**src/rtl/sector_index_sequencer_pkg.sv**
```systemverilog
// Shared state encoding and RK05 default timing constants for the sector/index sequencer.
// Used by sector_index_sequencer and its pulse stretcher.
package sector_index_sequencer_pkg;

    typedef enum logic {ST_IDLE, ST_RUN} seq_state_t;

    localparam int unsigned SYS_CLKS_PER_US       = 20;    // 20 MHz system clock
    localparam int unsigned RK05_SECTORS          = 12;
    localparam int unsigned RK05_SECTOR_PERIOD_US = 3333;
    localparam int unsigned RK05_PULSE_US         = 2;
    localparam int unsigned RK05_INDEX_OFFSET_US  = 2733;

    function automatic logic [15:0] clamp_period(input logic [15:0] req,
                                                 input logic [15:0] min_period);
        return (req < min_period) ? min_period : req;
    endfunction

endpackage

```
**src/rtl/sector_index_sequencer_pulse_stretcher.sv**
```systemverilog
// Fixed-width pulse generator: loads on trigger, counts down, output high while nonzero.
// Clear aborts a pulse in progress on the next clock.
module sector_index_sequencer_pulse_stretcher #(
    parameter int unsigned PulseClks = 40
) (
    input  logic clock,
    input  logic reset,
    input  logic clear,
    input  logic trigger,
    output logic pulse
);

    logic [15:0] count_q, count_d;

    always_comb begin
        count_d = count_q;
        if (clear) begin
            count_d = '0;
        end else if (trigger) begin
            count_d = 16'(PulseClks);
        end else if (count_q != '0) begin
            count_d = count_q - 16'd1;
        end
    end

    always_ff @(posedge clock) begin
        if (reset) begin
            count_q <= '0;
        end else begin
            count_q <= count_d;
        end
    end

    assign pulse = (count_q != '0);

endmodule

```
**src/rtl/sector_index_sequencer.sv**
```systemverilog
// RK05 platter rotation timing: sector counter, sector/index pulses, sector-start strobe.
// Define SECTOR_PERIOD_PROG_EN to take the slot period from the sector_period_us port.
module sector_index_sequencer
    import sector_index_sequencer_pkg::*;
#(
    parameter int unsigned CLKS_PER_US      = SYS_CLKS_PER_US,
    parameter int unsigned SECTORS          = RK05_SECTORS,
    parameter int unsigned SECTOR_PERIOD_US = RK05_SECTOR_PERIOD_US,
    parameter int unsigned PULSE_WIDTH_US   = RK05_PULSE_US,
    parameter int unsigned INDEX_OFFSET_US  = RK05_INDEX_OFFSET_US
) (
    input  logic        clock,
    input  logic        reset,
    input  logic        spin_enable,
`ifdef SECTOR_PERIOD_PROG_EN
    input  logic [15:0] sector_period_us,
`endif
    output logic [3:0]  Sector_Address,
    output logic        bus_sector_pulse,
    output logic        bus_index_pulse,
    output logic        sector_start,
    output logic [15:0] revolution_count
);

    localparam logic [3:0]  LAST_SECTOR = 4'(SECTORS - 1);
    localparam logic [15:0] PRESC_MAX   = 16'(CLKS_PER_US - 1);
    localparam logic [15:0] INDEX_AT    = 16'(INDEX_OFFSET_US - 1);
    localparam logic [15:0] MIN_PERIOD  = 16'(INDEX_OFFSET_US + PULSE_WIDTH_US + 1);
    localparam int unsigned PULSE_CLKS  = PULSE_WIDTH_US * CLKS_PER_US;

    if (SECTORS < 2 || SECTORS > 16) begin : g_bad_sectors
        $error("SECTORS must lie in 2..16");
    end
    if (INDEX_OFFSET_US + PULSE_WIDTH_US >= SECTOR_PERIOD_US) begin : g_bad_offset
        $error("INDEX_OFFSET_US must be below SECTOR_PERIOD_US - PULSE_WIDTH_US");
    end

    seq_state_t  state_q, state_d;
    logic [15:0] presc_q, presc_d;
    logic [15:0] timer_q, timer_d;
    logic [3:0]  sector_q, sector_d;
    logic        start_q, start_d;
    logic [15:0] rev_q, rev_d;
    logic [15:0] period;
    logic        us_tick, slot_wrap, index_trig;

`ifdef SECTOR_PERIOD_PROG_EN
    logic [15:0] period_q, period_d;
    logic        sample;

    // Modulus only changes at slot boundaries so a slot never gets cut short.
    always_comb begin
        sample   = spin_enable && (state_q == ST_IDLE || slot_wrap);
        period_d = sample ? clamp_period(sector_period_us, MIN_PERIOD) : period_q;
    end

    always_ff @(posedge clock) begin
        if (reset) begin
            period_q <= 16'(SECTOR_PERIOD_US);
        end else begin
            period_q <= period_d;
        end
    end

    assign period = period_q;
`else
    assign period = 16'(SECTOR_PERIOD_US);
`endif

    always_comb begin
        state_d    = spin_enable ? ST_RUN : ST_IDLE;
        presc_d    = presc_q;
        timer_d    = timer_q;
        sector_d   = sector_q;
        start_d    = 1'b0;
        index_trig = 1'b0;
        us_tick    = (state_q == ST_RUN) && (presc_q == PRESC_MAX);
        slot_wrap  = us_tick && (timer_q == period - 16'd1);

        if (!spin_enable) begin
            presc_d  = '0;
            timer_d  = '0;
            sector_d = LAST_SECTOR;
        end else if (state_q == ST_IDLE) begin
            // Idle parks on the last sector, so the first strobe reports sector 0.
            presc_d  = '0;
            timer_d  = '0;
            sector_d = '0;
            start_d  = 1'b1;
        end else begin
            presc_d = us_tick ? '0 : presc_q + 16'd1;
            if (us_tick) begin
                timer_d = slot_wrap ? '0 : timer_q + 16'd1;
            end
            if (slot_wrap) begin
                start_d  = 1'b1;
                sector_d = (sector_q == LAST_SECTOR) ? '0 : sector_q + 4'd1;
            end
            index_trig = us_tick && (sector_q == LAST_SECTOR) && (timer_q == INDEX_AT);
        end

        rev_d = rev_q + 16'(index_trig);
    end

    always_ff @(posedge clock) begin
        if (reset) begin
            state_q  <= ST_IDLE;
            presc_q  <= '0;
            timer_q  <= '0;
            sector_q <= LAST_SECTOR;
            start_q  <= 1'b0;
            rev_q    <= '0;
        end else begin
            state_q  <= state_d;
            presc_q  <= presc_d;
            timer_q  <= timer_d;
            sector_q <= sector_d;
            start_q  <= start_d;
            rev_q    <= rev_d;
        end
    end

    sector_index_sequencer_pulse_stretcher #(
        .PulseClks (PULSE_CLKS)
    ) u_sector_pulse (
        .clock   (clock),
        .reset   (reset),
        .clear   (!spin_enable),
        .trigger (start_d),
        .pulse   (bus_sector_pulse)
    );

    sector_index_sequencer_pulse_stretcher #(
        .PulseClks (PULSE_CLKS)
    ) u_index_pulse (
        .clock   (clock),
        .reset   (reset),
        .clear   (!spin_enable),
        .trigger (index_trig),
        .pulse   (bus_index_pulse)
    );

    assign Sector_Address   = sector_q;
    assign sector_start     = start_q;
    assign revolution_count = rev_q;

endmodule

```
**config.mk**
```make
export PLATFORM = sky130hd
export DESIGN_NAME = sector_index_sequencer
export DESIGN_NICKNAME = d
export VERILOG_FILES = /design/src/rtl/sector_index_sequencer_pkg.sv /design/src/rtl/sector_index_sequencer_pulse_stretcher.sv /design/src/rtl/sector_index_sequencer.sv
export SDC_FILE = /design/constraint.sdc
export NUM_CORES = 1
export LEC_CHECK = 0
export CAP_MARGIN = 0
export CORE_MARGIN = 2
export CORE_UTILIZATION = 47
export CTS_BUF_LIST = sky130_fd_sc_hd__clkbuf_16
export DETAILED_ROUTE_END_ITERATION = 7
export PLACE_DENSITY = 0.66
export SYNTH_ARGS = -nofsm -noshare
export SYNTH_HDL_FRONTEND = slang
export SYNTH_SLANG_ARGS = --single-unit
export TNS_END_PERCENT = 10
```
**constraint.sdc**
```tcl
create_clock -name clock -period 5.8 [get_ports clock]
set_input_delay 1.74 -clock clock [delete_from_list [all_inputs] [get_ports clock]]
set_output_delay 1.74 -clock clock [all_outputs]
set_load 0.03 [all_outputs]
```
======== After elaboration in Yosys (flattened, before gate mapping) ========
Index checks and enable logic that the tools add are counted.
word-level totals
  logic and storage cells ................. 51
  register bits ........................... 86
  output and inout port bits .............. 23
  input port bits ......................... 3
operators by class
  add/subtract/negate cells ............... 6
  multiplexer cells ....................... 14
  bitwise logic cells ..................... 2
  reduce and logical (&&, ||, !) cells .... 13
  equal/unequal tests ..................... 5
operator list
  operator                                                                  number
  16-bit by 1-bit adder with 16-bit output (second input constant)          2
  16-bit by 12-bit equality test with 1-bit output (second input constant)  2
  16-bit nonzero test                                                       2
  16-bit by 1-bit subtractor with 16-bit output (second input constant)     2
  6-bit 2-to-1 mux                                                          4
  16-bit by 1-bit adder with 16-bit output                                  1
  16-bit by 5-bit equality test with 1-bit output (second input constant)   1
  16-bit 2-to-1 mux                                                         1
  4-bit 2-to-1 mux                                                          3
  3-bit OR reduction                                                        3
  1-bit 2-to-1 mux                                                          6
  4-bit by 1-bit adder with 4-bit output (second input constant)            1
  4-bit equality test (second input constant)                               1
  1-bit logical AND                                                         4
  2-bit nonzero test                                                        2
  4-bit OR reduction                                                        1
  2-bit by 1-bit != test with 1-bit output (second input constant)          1
  1-bit NOT                                                                 2
  2-bit OR reduction                                                        1

======== Depth between registers and ports, before layout ========
  depth after elaboration ................. 7
  gate-level depth with buffers ........... 13
  mapped depth without buffers ............ 13

======== Hierarchy ========
A second synthesis with hierarchy kept.
second synthesis, totals
  cells, all modules ...................... 525
  area, all modules ....................... 4426.7 um2
by module, submodules not included
  module                                  instances  sequential area each (um2)  area each (um2)  cells each
  sector_index_sequencer                  1          1081.0                      2670.1           311
  sector_index_sequencer_pulse_stretcher  2          320.3                       878.3            107

======== Worst setup path after synthesis ========
OpenSTA, ideal clock, no wires.
  path type ............................... register to output
  start ................................... reg u_index_pulse.count_q[6]
  end ..................................... out bus_index_pulse
  buffers on the path ..................... 0
  data required time ...................... 4.060 ns
  cell stages (with the launch flop) ...... 4
  path slack .............................. 2.285 ns
  arrival time ............................ 1.775 ns
  cell sequence ........................... dfxtp_1 > or4_4 > nor4_2 > nand2_1
on the way
  cells in the longest elaborated chain, start to end .. 1
ends and longest elaborated chain
  element                 line                                          text
  start, declared         sector_index_sequencer_pulse_stretcher.sv:13  logic [15:0] count_q, count_d;
  start signal, assigned  sector_index_sequencer_pulse_stretcher.sv:30  count_q <= count_d;
  16-bit nonzero test     sector_index_sequencer_pulse_stretcher.sv:34  assign pulse = (count_q != '0);
  end, declared           sector_index_sequencer.sv:20                  output logic bus_index_pulse,
Every way passes these cells.

======== Worst setup path after layout ========
Same ends and word-level chain as after synthesis.

==> flow_summary.toml <==
[cells_and_area]
antenna_cells = 0
final_nets = 492
stdcell_count = 591
final_core_util_pct = 55.66
final_cell_mix = "86 x dfxtp_1, 75 x nor2_1, 30 x xnor2_1, 30 x xor2_1, 25 x clkdlybuf4s50_1"
layout_commonest_cell = "dfxtp_1"
area_delta_synth_final_pct = 15.34
fin_area_um2 = 4573
drive_gt1_share_pct = 4.938
fill_cells = 747

[global_route]
grt_pass1_vias = 2905
grt_usage_pct = 17.45
grt_max_degree = 31
grt_antenna_before_repair = 0
grt_pass1_wl_um = 12960
grt_overflow_total = 0

[route]
antenna_left = 0
routedWlPerCell_um = 12.60
wl_um = 7445
drt_pass1_iterations = 6
vias_per_cell = 5.398
dr.first_iter.drc_count = 139
via_count = 3190
drc_errors = 0

[clocking]
insertion_delay_ns = 0.33
cts_tree = "built"
hold_buffers = 0
clockBufferDepth = 2
cts.clk_slew.worst_paths_ns = 0.06
cts_buffers = 9
cts_setup_buffers = 0
cts_root_buf = "clkbuf_16"
htree_levels = 3
cts_resized = 0
numClockSinks = 86

[worst_setup_path]
critPathCaptureType = "output pin"
crit_type = "flip-flop to output pin"
startpoint = "u_index_pulse.count_q[6]"
critPathLaunchType = "flip-flop"
r2r-start = "presc_q[0]"
crit_fanout = 9
required_ns = 4.06
crit_arrival_ns = 2.80

[timing]
fin_crit_ns = 4.543
relSlewSlack_pct = 28.54
clock.fmax_ghz = 0.2201
tns_ns = 0
hold_viol = 0
worstMarginPinSlew_ns = 1.062
setup_viol = 0
rsz0062_at_grt = "no"
fin_skew_ns = 0.007650
setup_slack_ns = 1.257
slew_viol_final = 0
fin_crit_sh_pct = 78.33

[yosys]
syn-instance-count = 457
ys_seq_elements = 86
ys_seq_area_share_pct = 43.42
synth_edf_count = 0
yosys.cell_types.count = 43
yosysWarnings = 0
netlist_area_um2 = 3965
syn-num-nets = 468
synth_ff_type = "dfxtp_1"
async_flop_share_pct = 0
avgSynthCellArea_um2 = 8.676

[floorplanning]
ios = 26
fp.coreArea_um2 = 8217
die_w_um = 95.85
die-area_um2 = 9187
die_h_um = 95.85
floorplan.initialDensity_pct = 48.26
rows = 33

[pwr]
power_leakage_uw = 0.001602
ir_worst_vdd_mv = 0.1779
power.density_nw_per_um2 = 333.1

[worst_hold_path]
hold_path_class = "flip-flop to flip-flop"
min-delay-start = "presc_q[0]"

[placed_design]
placed_cells = 575
preCtsSetupSlack_ns = 1.606
place_hpwl_um = 5231
port_buffers = 25
dpl_cell_area_um2 = 4307
place.gp.congestion = 0.8756

[outcome]
status = "completed"

[run]
drv_cap = 0
==> final cells by class <==
| type | instances | area [um^2] | share of cell area, % |
|---|---|---|---|
| clock buffers | 9 | 225.2 | 4.925 |
| flip-flops and latches | 86 | 1722 | 37.65 |
| well taps | 105 | 131.4 | 2.873 |
| repair buffers | 26 | 257.7 | 5.636 |
| multi-input cells | 348 | 2158 | 47.20 |
| clock inverters | 7 | 41.29 | 0.9029 |
| inverters | 10 | 37.54 | 0.8208 |
==> through the flow <==
stage,hold slack (ns),power (uW)
2_1_floorplan,0.4262,951.0
3_5_place_dp,0.4434,1020
4_1_cts,0.4585,1534
3_3_place_gp,0.4465,1019
5_1_grt,0.4795,1602
6_report,0.4540,1523
==> cell families after synthesis <==
logic type	share of synthesized area, %
and+or+nand+nor	29.44
DFF	43.42
xor gates and xnor gates	13.25
AOI/OAI and AO/OA	8.867
buffers and inverters	2.241
adders and majority gates	2.525
muxes	0.2525
==> path summary, 6_finish.rpt <==
check	end	slack (ns)	depth (start not counted)
setup reg to reg	revolution_count[13]	2.76	11
setup / recovery	bus_index_pulse	1.26	4
hold reg to reg	presc_q[0]	0.45	1
hold / removal	presc_q[0]	0.45	1
==> metal layers <==
layer | share of wire (%) | GRT usage [%] | vias to the layer above
met5 | 0 | 0 | -
met4 | 1.1 | 5.000 | 0
met3 | 3.0 | 3.759 | 8
met2 | 43 | 27.62 | 47
met1 | 52 | 24.01 | 1474
li1 | - | - | 1661
==> flip-flops by register name, summed over array words and instances (netlist names) <==
| name | count |
|---|---|
| timer_q | 16 |
| Sector_Address | 4 |
| state_q | 1 |
| presc_q | 16 |
| sector_start | 1 |
| revolution_count | 16 |
| u_sector_pulse.count_q | 16 |
| u_index_pulse.count_q | 16 |
==> worst max-delay path, cell delays in order, from the launching register on <==
cell and delay (ns):
dfxtp_1 0.36, or4_4 0.58, nor4_2 0.62, nand2_1 0.26, clkdlybuf4s50_1 0.67
==> Yosys cell counts, types with 2 or more instances <==
cell type / n / area (um^2)
and2_1: 4 / 25.02
nand2_1: 24 / 90.09
ha_1: 8 / 100.1
nor4b_1: 2 / 17.52
o21ai_0: 15 / 75.07
nor4_2: 2 / 25.02
dfxtp_1: 86 / 1722
or4_4: 2 / 22.52
a2111oi_0: 4 / 35.03
nand4b_1: 2 / 17.52
nor2b_1: 6 / 37.54
clkbuf_1: 11 / 41.29
inv_1: 10 / 37.54
nand2b_1: 4 / 25.02
nor3b_1: 2 / 15.01
nand3_1: 20 / 100.1
nor3_1: 16 / 80.08
a211oi_1: 7 / 52.55
or4_1: 2 / 15.01
xnor2_1: 30 / 262.8
nor4_1: 6 / 37.54
buf_2: 2 / 10.01
or3_1: 12 / 75.07
xor2_1: 30 / 262.8
nor2_1: 75 / 281.5
and4_1: 8 / 70.07
nand4_1: 16 / 100.1
o211ai_1: 3 / 22.52
nor4bb_1: 3 / 30.03
or2_2: 3 / 18.77
and3_1: 8 / 50.05
a21oi_1: 23 / 115.1
==> report_power, final <==
| part | switching [uW] | internal [uW] | total, uW |
|---|---|---|---|
| registers | 28.9 | 617 | 646 |
| logic | 204 | 162 | 366 |
| clock network | 225 | 287 | 512 |
| total | 458 | 1070 | 1520 |
(Power assumes the default switching activity.)
